## config.mk

```make
export PLATFORM = sky130hd
export DESIGN_NAME = hub75_bcm_scanner
export DESIGN_NICKNAME = d
export VERILOG_FILES = /design/src/rtl/hub75_bcm_scanner.sv
export SDC_FILE = /design/constraint.sdc
export NUM_CORES = 1
export LEC_CHECK = 0
export BUFFER_PORTS_ARGS = -buffer_cell sky130_fd_sc_hd__buf_4
export CAP_MARGIN = 20
export CORE_MARGIN = 2
export CORE_UTILIZATION = 48
export CTS_CLUSTER_DIAMETER = 100
export CTS_CLUSTER_SIZE = 25
export DETAILED_ROUTE_END_ITERATION = 10
export GPL_TIMING_DRIVEN = 0
export PLACE_DENSITY_LB_ADDON = 0.08
export SYNTH_ARGS = -nofsm -noshare
export SYNTH_HDL_FRONTEND = slang
export SYNTH_SLANG_ARGS = --single-unit
```

## constraint.sdc

```tcl
create_clock -name clk_in -period 2.2 [get_ports clk_in]
set_input_delay 0.55 -clock clk_in [delete_from_list [all_inputs] [get_ports clk_in]]
set_output_delay 0.55 -clock clk_in [all_outputs]
set_load 0.02 [all_outputs]
```

## src/rtl/hub75_bcm_scanner.sv

```systemverilog
// HUB75 panel scanner with binary-coded-modulation bit planes.
// Reads {lower, upper} pixel pairs from a 1-cycle-latency frame buffer,
// shifts one bit plane per pass, latches it and holds OE low for
// OE_BASE<<plane cycles. Planes run LSB->MSB, rows ascending.
// Optional macro HUB75_BLANK_EN inserts BLANK_CYCLES dark, clock-idle
// cycles before every latch to suppress ghosting on address change.
// All pin outputs are registered from the current state, so the pin
// waveform trails the state register by one cycle with unchanged durations.
module hub75_bcm_scanner #(
    parameter int NUM_COLS     = 64,
    parameter int SCAN_RATE    = 32,
    parameter int RGB_RES      = 9,
    parameter int OE_BASE      = 8,
    parameter int BLANK_CYCLES = 4
) (
    input  logic                                          clk_in,
    input  logic                                          rst_in,
    input  logic                                          enable,
    output logic [$clog2(SCAN_RATE)+$clog2(NUM_COLS)-1:0] rd_addr,
    output logic                                          rd_en,
    input  logic [2*RGB_RES-1:0]                          rd_data,
    output logic [$clog2(SCAN_RATE)-1:0]                  hub75_addr,
    output logic [2:0]                                    rgb0,
    output logic [2:0]                                    rgb1,
    output logic                                          led_clk,
    output logic                                          led_latch,
    output logic                                          led_output_enable,
    output logic                                          frame_done
);

    localparam int BPC       = RGB_RES / 3;
    localparam int RW        = $clog2(SCAN_RATE);
    localparam int CW        = $clog2(NUM_COLS);
    localparam int PW        = (BPC > 1) ? $clog2(BPC) : 1;
    localparam int IW        = $clog2(RGB_RES);
    localparam int DCW       = $clog2(OE_BASE << (BPC - 1)) + 1;
    localparam int SHIFT_LEN = 2 * NUM_COLS + 1;
    localparam int SCW       = $clog2(SHIFT_LEN + BLANK_CYCLES + 1);

    typedef enum logic [2:0] {
        IDLE,
        SHIFT,
        BLANK,
        LATCH,
        DISPLAY
    } state_t;

    state_t           state;
    state_t           next_state;
    logic [SCW-1:0]   sc;
    logic [DCW-1:0]   dc;
    logic [DCW-1:0]   disp_len;
    logic [RW-1:0]    row;
    logic [PW-1:0]    plane;
    logic             shift_last;
    logic             disp_last;
    logic             plane_last;
    logic             row_last;

    // Pick bit b of each channel from a {R,G,B} pixel, R in the top BPC bits.
    function automatic logic [2:0] plane_bits(input logic [RGB_RES-1:0] px,
                                              input logic [PW-1:0] b);
        logic [IW-1:0] i;
        i = IW'(b);
        return {px[i + IW'(2 * BPC)], px[i + IW'(BPC)], px[i]};
    endfunction

    assign disp_len   = DCW'(OE_BASE) << plane;
    assign shift_last = (sc == SCW'(SHIFT_LEN - 1));
    assign disp_last  = (dc == disp_len - DCW'(1));
    assign plane_last = (plane == PW'(BPC - 1));
    assign row_last   = (row == RW'(SCAN_RATE - 1));

`ifdef HUB75_BLANK_EN
    logic blank_last;
    assign blank_last = (sc == SCW'(BLANK_CYCLES - 1));
`endif

    // Frame-buffer reads: col c is requested on even shift step 2c so its data
    // is on rd_data during step 2c+1, when the rgb registers capture it.
    always_comb begin
        rd_en   = 1'b0;
        rd_addr = {row, sc[CW:1]};
        if (state == SHIFT && !sc[0] && !shift_last) begin
            rd_en = 1'b1;
        end
    end

    // State register.
    always_ff @(posedge clk_in or posedge rst_in) begin
        if (rst_in) begin
            state <= IDLE;
        end else begin
            state <= next_state;
        end
    end

    // Next-state logic; enable only matters in IDLE and on the last display cycle.
    always_comb begin
        next_state = state;
        case (state)
            IDLE:    if (enable) next_state = SHIFT;
            SHIFT: begin
                if (shift_last) begin
`ifdef HUB75_BLANK_EN
                    next_state = BLANK;
`else
                    next_state = LATCH;
`endif
                end
            end
`ifdef HUB75_BLANK_EN
            BLANK:   if (blank_last) next_state = LATCH;
`endif
            LATCH:   next_state = DISPLAY;
            DISPLAY: if (disp_last) next_state = enable ? SHIFT : IDLE;
            default: next_state = IDLE;
        endcase
    end

    // Step counter for SHIFT/BLANK, restarted on every state change.
    always_ff @(posedge clk_in or posedge rst_in) begin
        if (rst_in) begin
            sc <= '0;
        end else if (state != next_state || !(state == SHIFT || state == BLANK)) begin
            sc <= '0;
        end else begin
            sc <= sc + SCW'(1);
        end
    end

    // Display-length counter, runs only inside DISPLAY.
    always_ff @(posedge clk_in or posedge rst_in) begin
        if (rst_in) begin
            dc <= '0;
        end else if (state == DISPLAY && !disp_last) begin
            dc <= dc + DCW'(1);
        end else begin
            dc <= '0;
        end
    end

    // Plane/row sequencing, advanced when a plane finishes displaying.
    always_ff @(posedge clk_in or posedge rst_in) begin
        if (rst_in) begin
            row   <= '0;
            plane <= '0;
        end else if (state == DISPLAY && disp_last) begin
            if (plane_last) begin
                plane <= '0;
                row   <= row_last ? '0 : row + RW'(1);
            end else begin
                plane <= plane + PW'(1);
            end
        end
    end

    // Registered panel pins, decoded from the current state and step.
    always_ff @(posedge clk_in or posedge rst_in) begin
        if (rst_in) begin
            rgb0              <= '0;
            rgb1              <= '0;
            led_clk           <= 1'b0;
            led_latch         <= 1'b0;
            led_output_enable <= 1'b1;
            hub75_addr        <= '0;
            frame_done        <= 1'b0;
        end else begin
            led_clk           <= 1'b0;
            led_latch         <= 1'b0;
            led_output_enable <= 1'b1;
            frame_done        <= 1'b0;
            case (state)
                SHIFT: begin
                    if (sc[0]) begin
                        rgb0 <= plane_bits(rd_data[RGB_RES-1:0], plane);
                        rgb1 <= plane_bits(rd_data[2*RGB_RES-1:RGB_RES], plane);
                    end else if (sc != '0) begin
                        led_clk <= 1'b1;
                    end
                end
                LATCH: begin
                    led_latch  <= 1'b1;
                    hub75_addr <= row;
                end
                DISPLAY: begin
                    led_output_enable <= 1'b0;
                    if (disp_last && plane_last && row_last) begin
                        frame_done <= 1'b1;
                    end
                end
                default: ;
            endcase
        end
    end

endmodule

```

After elaboration in Yosys (flattened, before gate mapping)
Cells that the tools add are included.
{ "word_totals": {"regBits": 39, "output_inout_bits": 27, "wordCells": 77} }
{ "classes": {"add_sub_neg": 7, "magnitude_cmp": 3, "n_eq_ne": 9, "n_shift": 1, "mux": 29, "n_reduce_logical": 16} }
{ "ops": {"columns": ["cell", "count"], "rows": [
  ["$bmux W1 S4", 4],
  ["$mux W1", 15],
  ["$pmux W3 S4", 1],
  ["$mux W3", 3],
  ["$add A8 B1 Y8 const B", 1],
  ["$eq A8 B8 Y1 const B", 1],
  ["$mux W8", 1],
  ["$reduce_bool A8 Y1", 1],
  ["$add A6 B1 Y6 const B", 1],
  ["$eq A3 B2 Y1 const B", 2],
  ["$eq A6 B6 Y1", 1],
  ["$logic_and A1 B1 Y1", 6],
  ["$mux W6", 1],
  ["$shl A4 B2 Y6 const A", 1],
  ["$sub A6 B1 Y6 const B", 1],
  ["$add A5 B1 Y5 const B", 1],
  ["$eq A5 B5 Y1 const B", 1],
  ["$lt A2 B5 Y1 const B", 1],
  ["$lt A3 B5 Y1 const B", 1],
  ["$lt A4 B5 Y1 const B", 1],
  ["$mux W5", 1],
  ["$add A2 B3 Y4 const B", 1],
  ["$bmux W1 S2", 2],
  ["$logic_not A1 Y1", 4],
  ["10 further kinds", 12]
]} }

Logic depth before layout (Yosys ltp)
Gate-level depths: netlist (run 1).
{ "logic_depth": {"depth_word": 8, "depth_mapped": 8, "ltp_nobuf": 6} }

Worst setup path after synthesis (run 1)
OpenSTA, ideal clock, no wires.
{ "synth_path": {"path_kind": "register -> register", "startpoint": "register plane[0]", "endpoint": "register row[1]", "t_arrival_ns": 2.085, "required_ns": 2.075, "path_slack_ns": -0.010, "stages_incl_launch_ff": 9, "cell_sequence": "dfrtp_1 > buf_1 > inv_1 > ha_1 > nor2b_1 > mux2i_1 > or2_1 > buf_6 > mux2_4"} }
{ "synth_via": {"elab_chain_cells": 5, "word_cells_on_any_way": 6} }
{ "synth_rtl": {"columns": ["item", "line", "rtl"], "rows": [
  ["from (decl)", "54", "logic [PW-1:0] plane;"],
  ["from (signal assigned)", "153", "plane <= plane + PW'(1);"],
  ["$shl A4 B2 Y6", "68", "assign disp_len = DCW'(OE_BASE) << plane;"],
  ["$sub A6 B1 Y6", "70", "assign disp_last = (dc == disp_len - DCW'(1));"],
  ["$eq A6 B6 Y1", "70", null],
  ["$logic_and A1 B1 Y1", "148", "end else if (state == DISPLAY && disp_last) begin"],
  ["$reduce_and A2 Y1 (no line) *", null, null],
  ["to (signal assigned)", "151", "row <= row_last ? '0 : row + RW'(1);"],
  ["to (decl)", "53", "logic [RW-1:0] row;"]
]} }
Every way passes the cells marked *; elsewhere a longest branch is shown, timed or not.
A chain may end at the register's enable or synchronous reset.

Worst setup path after layout (run 1)
{ "layout_path": {"startpoint": "register state[0]", "endpoint": "register row[4]"} }
{ "layout_via": {"elab_chain_cells": 3} }
{ "layout_rtl": {"columns": ["item", "line", "rtl"], "rows": [
  ["from (decl)", "48", "state_t state;"],
  ["from (signal assigned)", "94", "state <= next_state;"],
  ["$eq A3 B3 Y1", "148", null],
  ["$logic_and A1 B1 Y1", "148", null],
  ["$reduce_and A2 Y1 (no line)", null, null]
]} }
Every way passes these cells.

==> results of run 1 <==
logic make-up (layout without fill, tap and decap cells):
kind of cell	count (synthesis)	count (layout)	synth area share, %
AOI/OAI and AO/OA	18	18	5.46
xor gates and xnor gates	12	12	5.21
adders and majority gates	9	9	5.58
buffers and inverters	22	85	5.95
DFF	39	39	48.4
muxes	22	22	15.7
and+or+nand+nor	57	57	13.7
final timing paths:
check	cells after the start	to	slack, ps	start
max in group asynchronous	2	plane[0]$_DFFE_PP0P_	1220	rst_in
setup / recovery	6	row[4]$_DFFE_PP0P_	60	state[0]$_DFF_PP0_
hold reg to reg	1	dc[0]$_DFF_PP0_	460	dc[0]$_DFF_PP0_
min in group clk_in	1	dc[0]$_DFF_PP0_	460	dc[0]$_DFF_PP0_
setup reg to reg	6	row[4]$_DFFE_PP0P_	60	state[0]$_DFF_PP0_
hold / removal	2	hub75_addr[3]$_DFFE_PP0P_	420	rst_in
layer usage:
layer	track usage, %	up-vias
li1	-	733
met1	25.8	747
met2	33.3	50
met3	4.71	16
met4	8.82	0
met5	0	-
worst max-delay path, delay by kind of cell (launching register included):
| kind | cells | cell delay (ps) |
|---|---|---|
| AND/OR/NAND/NOR | 3 | 1090 |
| flip-flops | 1 | 370 |
| buffers and inverters | 2 | 280 |
| multiplexers | 1 | 280 |
state kept, by name, indices dropped and copies added (netlist names):
| name | count |
|---|---|
| dc | 6 |
| led_output_enable | 1 |
| rgb0 | 3 |
| plane | 2 |
| frame_done | 1 |
| row | 5 |
| state | 3 |
| led_latch | 1 |
| rgb1 | 3 |
| led_clk | 1 |
| hub75_addr | 5 |
| sc | 8 |
cell usage after synthesis (2+ instances only):
master	n	area, um2
dfrtp_1	38	951
nor2_1	29	109
inv_1	12	45.0
a21oi_1	9	45.0
ha_1	9	113
mux2_2	9	101
nand3_1	8	40.0
xnor2_1	7	61.3
buf_4	6	45.0
mux4_2	6	135
mux2i_1	5	50.1
nand2_1	5	18.8
xor2_1	5	43.8
o31ai_1	4	30.0
and3_1	3	18.8
buf_6	2	22.5
mux2_4	2	30.0
nor2b_1	2	12.5
or3b_4	2	22.5
what timing repair did:
item | in CTS | in global routing
setup endpoints to repair | 5 | 12
pin swaps | 2 | 1
gates resized for setup | 7 | 10
setup buffers | 3 | 5
area by class of cell:
cell class	count	area (um2)	area share, %
well taps	50	62.6	2.37
multi-input cells	118	970	36.8
flip-flops and latches	39	981	37.2
repair buffers	55	417	15.8
clock inverters	1	5.00	0.190
plain buffers	10	78.8	2.99
clock buffers	7	76.3	2.90
inverters	12	45.0	1.71
report_power, final:
group / internal [mW] / switching [mW]
registers: 0.828 / 0.120
logic: 0.388 / 0.357
clock network: 0.222 / 0.243
==> impl_metrics.toml, run 1 <==
[run_status]
status = "complete, no violations"

[detailed_routing]
maxUsedRoutingLayer = "met4"
drc_errors = 0
dr.first_iter.drc_count = 88
finalWirelength_mm = 4.32
via_per_inst = 5.29
wl_met3_um = 238
route.met2.wl_mm = 2.17
wl_per_cell_um = 14.8
drtPass1Iterations = 4
vias = 1546
wirelength_met1_mm = 1.83
ant_nets = 0

[global_route]
grt_usage_pct = 20.3
antenna_found_initial = 0
grt_max_degree = 40
grt_pass1_wl_mm = 6.97
grt_pass1_vias = 1488
gr-total-overflow = 0

[timing]
tightest_slew_ps = 809
slew-limit-headroom_pct = 46.0
report.final.slew_viol_count = 0
tns_ps = 0
fin_ws_ps = 55.5
skew_ps = 5.93
hold_violations = 0
finalCritPeriodShare_pct = 97.5
fin_crit_ps = 2140
finalSetupViolCount = 0
fin_hold_ws_ps = 421
rsz0062_at_grt = "yes"
fmax_ghz = 0.466

[synthesis]
yosys.cell_types.count = 35
synth.net_count = 209
ys_warn_count = 0
syn_area_um2 = 2020
synth_edf_count = 0
avgSynthCellArea_um2 = 11.3
synth_seq_area_share_pct = 48.4
syn_inst = 179
synth-seq-cells = 39
async_reset_ff_share_pct = 100
ys.flop_type = "dfrtp_1"

[pwr]
total_power_mw = 2.16
power_density_nw_per_um2 = 819
irDropWorstVdd_mv = 0.685
leakagePower_nw = 1.29

[cells_and_area]
final_layout_size_suffix_gt1_share_pct = 42.1
final_common_cell = "buf_4"
layout_common_cells = "buf_4 (61), dfrtp_1 (35), nor2_1 (28), inv_1 (10)"
num-fill-cells = 340
antennaDiodeCount = 0
layoutNonFillerInstCount = 292
stdcell_area_um2 = 2640
fin_util_pct = 65.4
layout-area-overhead-vs-synth_pct = 30.6
num-nets-final = 271

[die]
io_pins = 48
die_y_um = 68.8
fp.dieW_um = 68.8
core-area_um2 = 4030
placementRows = 23
die_area_um2 = 4740
initial_utilization_pct = 50.1

[cts]
clock_sink_count = 39
cts_tree = "built"
clock_latency_ps = 290
max-clock-path-buffers = 2
clk_pin_slew_worst_paths_ps = 70
ctsHoldBuffers = 0
numCtsBuffers = 5
h-tree-depth = 2
cts_root_buf = "clkbuf_8"

[worst_setup_path]
start_kind = "flop"
crit_arrival_ps = 2320
worst_ep_required_time_ps = 2370
worstPathMaxFanout = 8
max_stage_delay_ps = 440
critPathKind = "reg2reg"
end_kind = "flop"
slowest_stage = "or3b_4"
worstPathCellList = "buf_6, or3b_4, or3b_4, or2_1, buf_6, mux2_4"

[job]
cap_violations = 0

[placement]
gp_congestion = 0.779
portBuffers = 47
placed_area_um2 = 2430
place_ws_ps = -135
dp.cells = 276
dp_hpwl_mm = 3.08

[hold_path]
worst_hold_path_type = "in2async"
No activity file was read; power rests on OpenSTA's default activity.
==> inputs of run 2 (changes only) <==
ABC_AREA = 1   (was unset)
CTS_CLUSTER_DIAMETER = unset   (was 100)
SKIP_LAST_GASP = 1   (was unset)
==> run 2 against run 1 <==
Net effect:
- final cell count grew 28%
- routed wire length is 1.3% higher
- clock skew fell by 1.3 ps
- largest cell class unchanged
- largest power group unchanged
- highest routed layer unchanged
==> impl_metrics.toml, run 2 <==
[worst_setup_path]
r2r_end = "row[0]$_DFFE_PP0P_"
worstPathCellList = "inv_1, ha_1, nand3_1, nand3b_1, nand2_4, nor2_1, buf_4"
critPathLaunch = "sc[0]$_DFF_PP0_"
critPathKind = "reg2out"
r2r_setup_slack_ps = 230
end_kind = "primary output"
crit_arrival_ps = 1530
worstPathMaxFanout = 4
r2r_start = "plane[0]$_DFFE_PP0P_"
reg2reg_depth = 10
max_stage_delay_ps = 430
start_kind = "flop"
worst_ep_required_time_ps = 1650
slowest_stage = "dfrtp_2"

[hold_path]
worst_hold_path_type = "in2async"

[cts]
numCtsBuffers = 5
clk_pin_slew_worst_paths_ps = 70
cts_tree = "built"
clock_sink_count = 39
max-clock-path-buffers = 2
cts_root_buf = "clkbuf_8"
h-tree-depth = 2
clock_latency_ps = 290

[synthesis]
avgSynthCellArea_um2 = 7.96
yosysTopAreaCell = "dfrtp_1"
ys.flop_type = "dfrtp_1"
synth-seq-cells = 39
synthMostInstantiatedCell = "nand2_1"
syn_inst = 267
yosys.cell_types.count = 25
synth_edf_count = 0
syn_area_um2 = 2120
synth.net_count = 297
synth_seq_area_share_pct = 46.0
yosys-top-cells-count = "nand2_1 (58), nor2_1 (39), dfrtp_1 (38)"
ys_warn_count = 0
synth_top_area_share_pct = 44.8
synth_area_leaders = "dfrtp_1 (45%), nand2_1 (10%), nor2_1 (6.9%)"
async_reset_ff_share_pct = 100

[die]
initial_utilization_pct = 49.5
die_area_um2 = 4970
core-area_um2 = 4290
die_y_um = 70.5
io_pins = 48
placementRows = 24
fp.dieW_um = 70.5

[timing]
finalCritPeriodShare_pct = 94.6
tightest_slew_ps = 809
fin_crit_ps = 2080
skew_ps = 4.58
fmax_ghz = 0.480
rsz0062_at_grt = "yes"
report.final.slew_viol_count = 0
fin_ws_ps = 119
slew-limit-headroom_pct = 46.0
hold_violations = 0
finalSetupViolCount = 0

[detailed_routing]
dr.first_iter.drc_count = 68
vias = 1847
finalWirelength_mm = 4.38
drc_errors = 0
wl_per_cell_um = 11.7
ant_nets = 0
via_per_inst = 4.93
drtPass1Iterations = 4

[pwr]
total_power_mw = 2.21
irDropWorstVdd_mv = 0.754
power_density_nw_per_um2 = 830
leakagePower_nw = 1.35

[cells_and_area]
antennaDiodeCount = 0
seq_area_um2 = 980
layout_common_cells = "buf_4 (57), nand2_1 (57), nor2_1 (38), dfrtp_1 (36), inv_1 (31)"
num-fill-cells = 420
multi_input_area_um2 = 960
top_register = "sc"
num-nets-final = 352
top_regs = "sc: 8 flops, dc: 6 flops"
layout-area-overhead-vs-synth_pct = 25.5
largest_reg_flops = 8
final_layout_size_suffix_gt1_share_pct = 23.5

[global_route]
grt_max_degree = 40
grt_usage_pct = 19.0
grt_pass1_wl_mm = 7.58
gr-total-overflow = 0
grt_pass1_vias = 1748
antenna_found_initial = 0

[placement]
gp_congestion = 0.810
dp_hpwl_mm = 3.28
place_ws_ps = -123
portBuffers = 47

[job]
cap_violations = 0

[run_status]
status = "complete, no violations"
-- run 2: timing repair --
item	CTS	global route
endpoints found under the setup margin	7	15
gates resized for setup	4	2
hold buffers	0	0
buffers inserted	1	1
pin swaps	1	0
-- run 2: per-stage QoR --
step / std cells / hold slack (ps) / TNS, ps / instance area (um2) / util [%]
after floorplan: 267 / 433 / 0 / 2120 / -
after global placement: 366 / 452 / -334 / 2540 / 59.2
after detailed placement: 366 / 461 / -563 / 2540 / 59.2
after CTS: 375 / 454 / 0 / 2660 / 62.0
after global routing: 375 / 480 / -4.29 / 2670 / 62.1
final: 375 / 423 / 0 / 2670 / 62.1
-- run 2: metal layers --
layer	up-vias	track usage (%)	wire, um
li1	965	-	-
met1	837	25.8	2100
met2	40	30.1	2010
met3	5	4.70	223
met4	0	6.29	40
met5	-	0	0
-- run 2: how the worst max path moves through the flow --
stage                         end  slack, ps  cells after the start
2_1_floorplan  row[0]$_DFFE_PP0P_        340                     11
3_3_place_gp   row[1]$_DFFE_PP0P_        -70                     11
3_5_place_dp   row[0]$_DFFE_PP0P_       -120                     11
4_1_cts                     rd_en         40                      7
5_1_grt        row[0]$_DFFE_PP0P_         -4                     10
6_report                    rd_en        120                      7
-- run 2: area by class of cell --
type,count,share of cell area [%]
Inverter,34,4.83
Sequential cell,39,36.7
Multi-Input combinational cell,184,36.0
Tap cell,52,2.44
Buffer,9,2.44
Clock buffer,8,3.75
Timing Repair Buffer,49,13.8
-- run 2: critical path: cells and delay by family, from the launching register on --
kind	cells	cell delay, ps
fa+ha+maj	1	140
buf+inv	2	220
flops	1	430
simple gates	4	460
-- run 2: power breakdown --
part | switching [mW] | leakage [nW] | internal [mW]
Clock | 0.235 | 0.0515 | 0.286
Combinational | 0.375 | 0.800 | 0.366
Sequential | 0.109 | 0.500 | 0.843
Total | 0.719 | 1.35 | 1.50
-- run 2: kinds of logic (layout without fill, tap and decap cells) --
kind of cell | Yosys count | in the layout | synth area share [%]
XOR/XNOR | 5 | 5 | 2.06
flip-flops | 39 | 39 | 46.0
buffers and inverters | 44 | 100 | 9.31
AND/OR/NAND/NOR | 132 | 132 | 27.7
AO/OA/AOI/OAI | 38 | 38 | 9.66
adder cells (fa/ha/maj) | 9 | 9 | 5.30
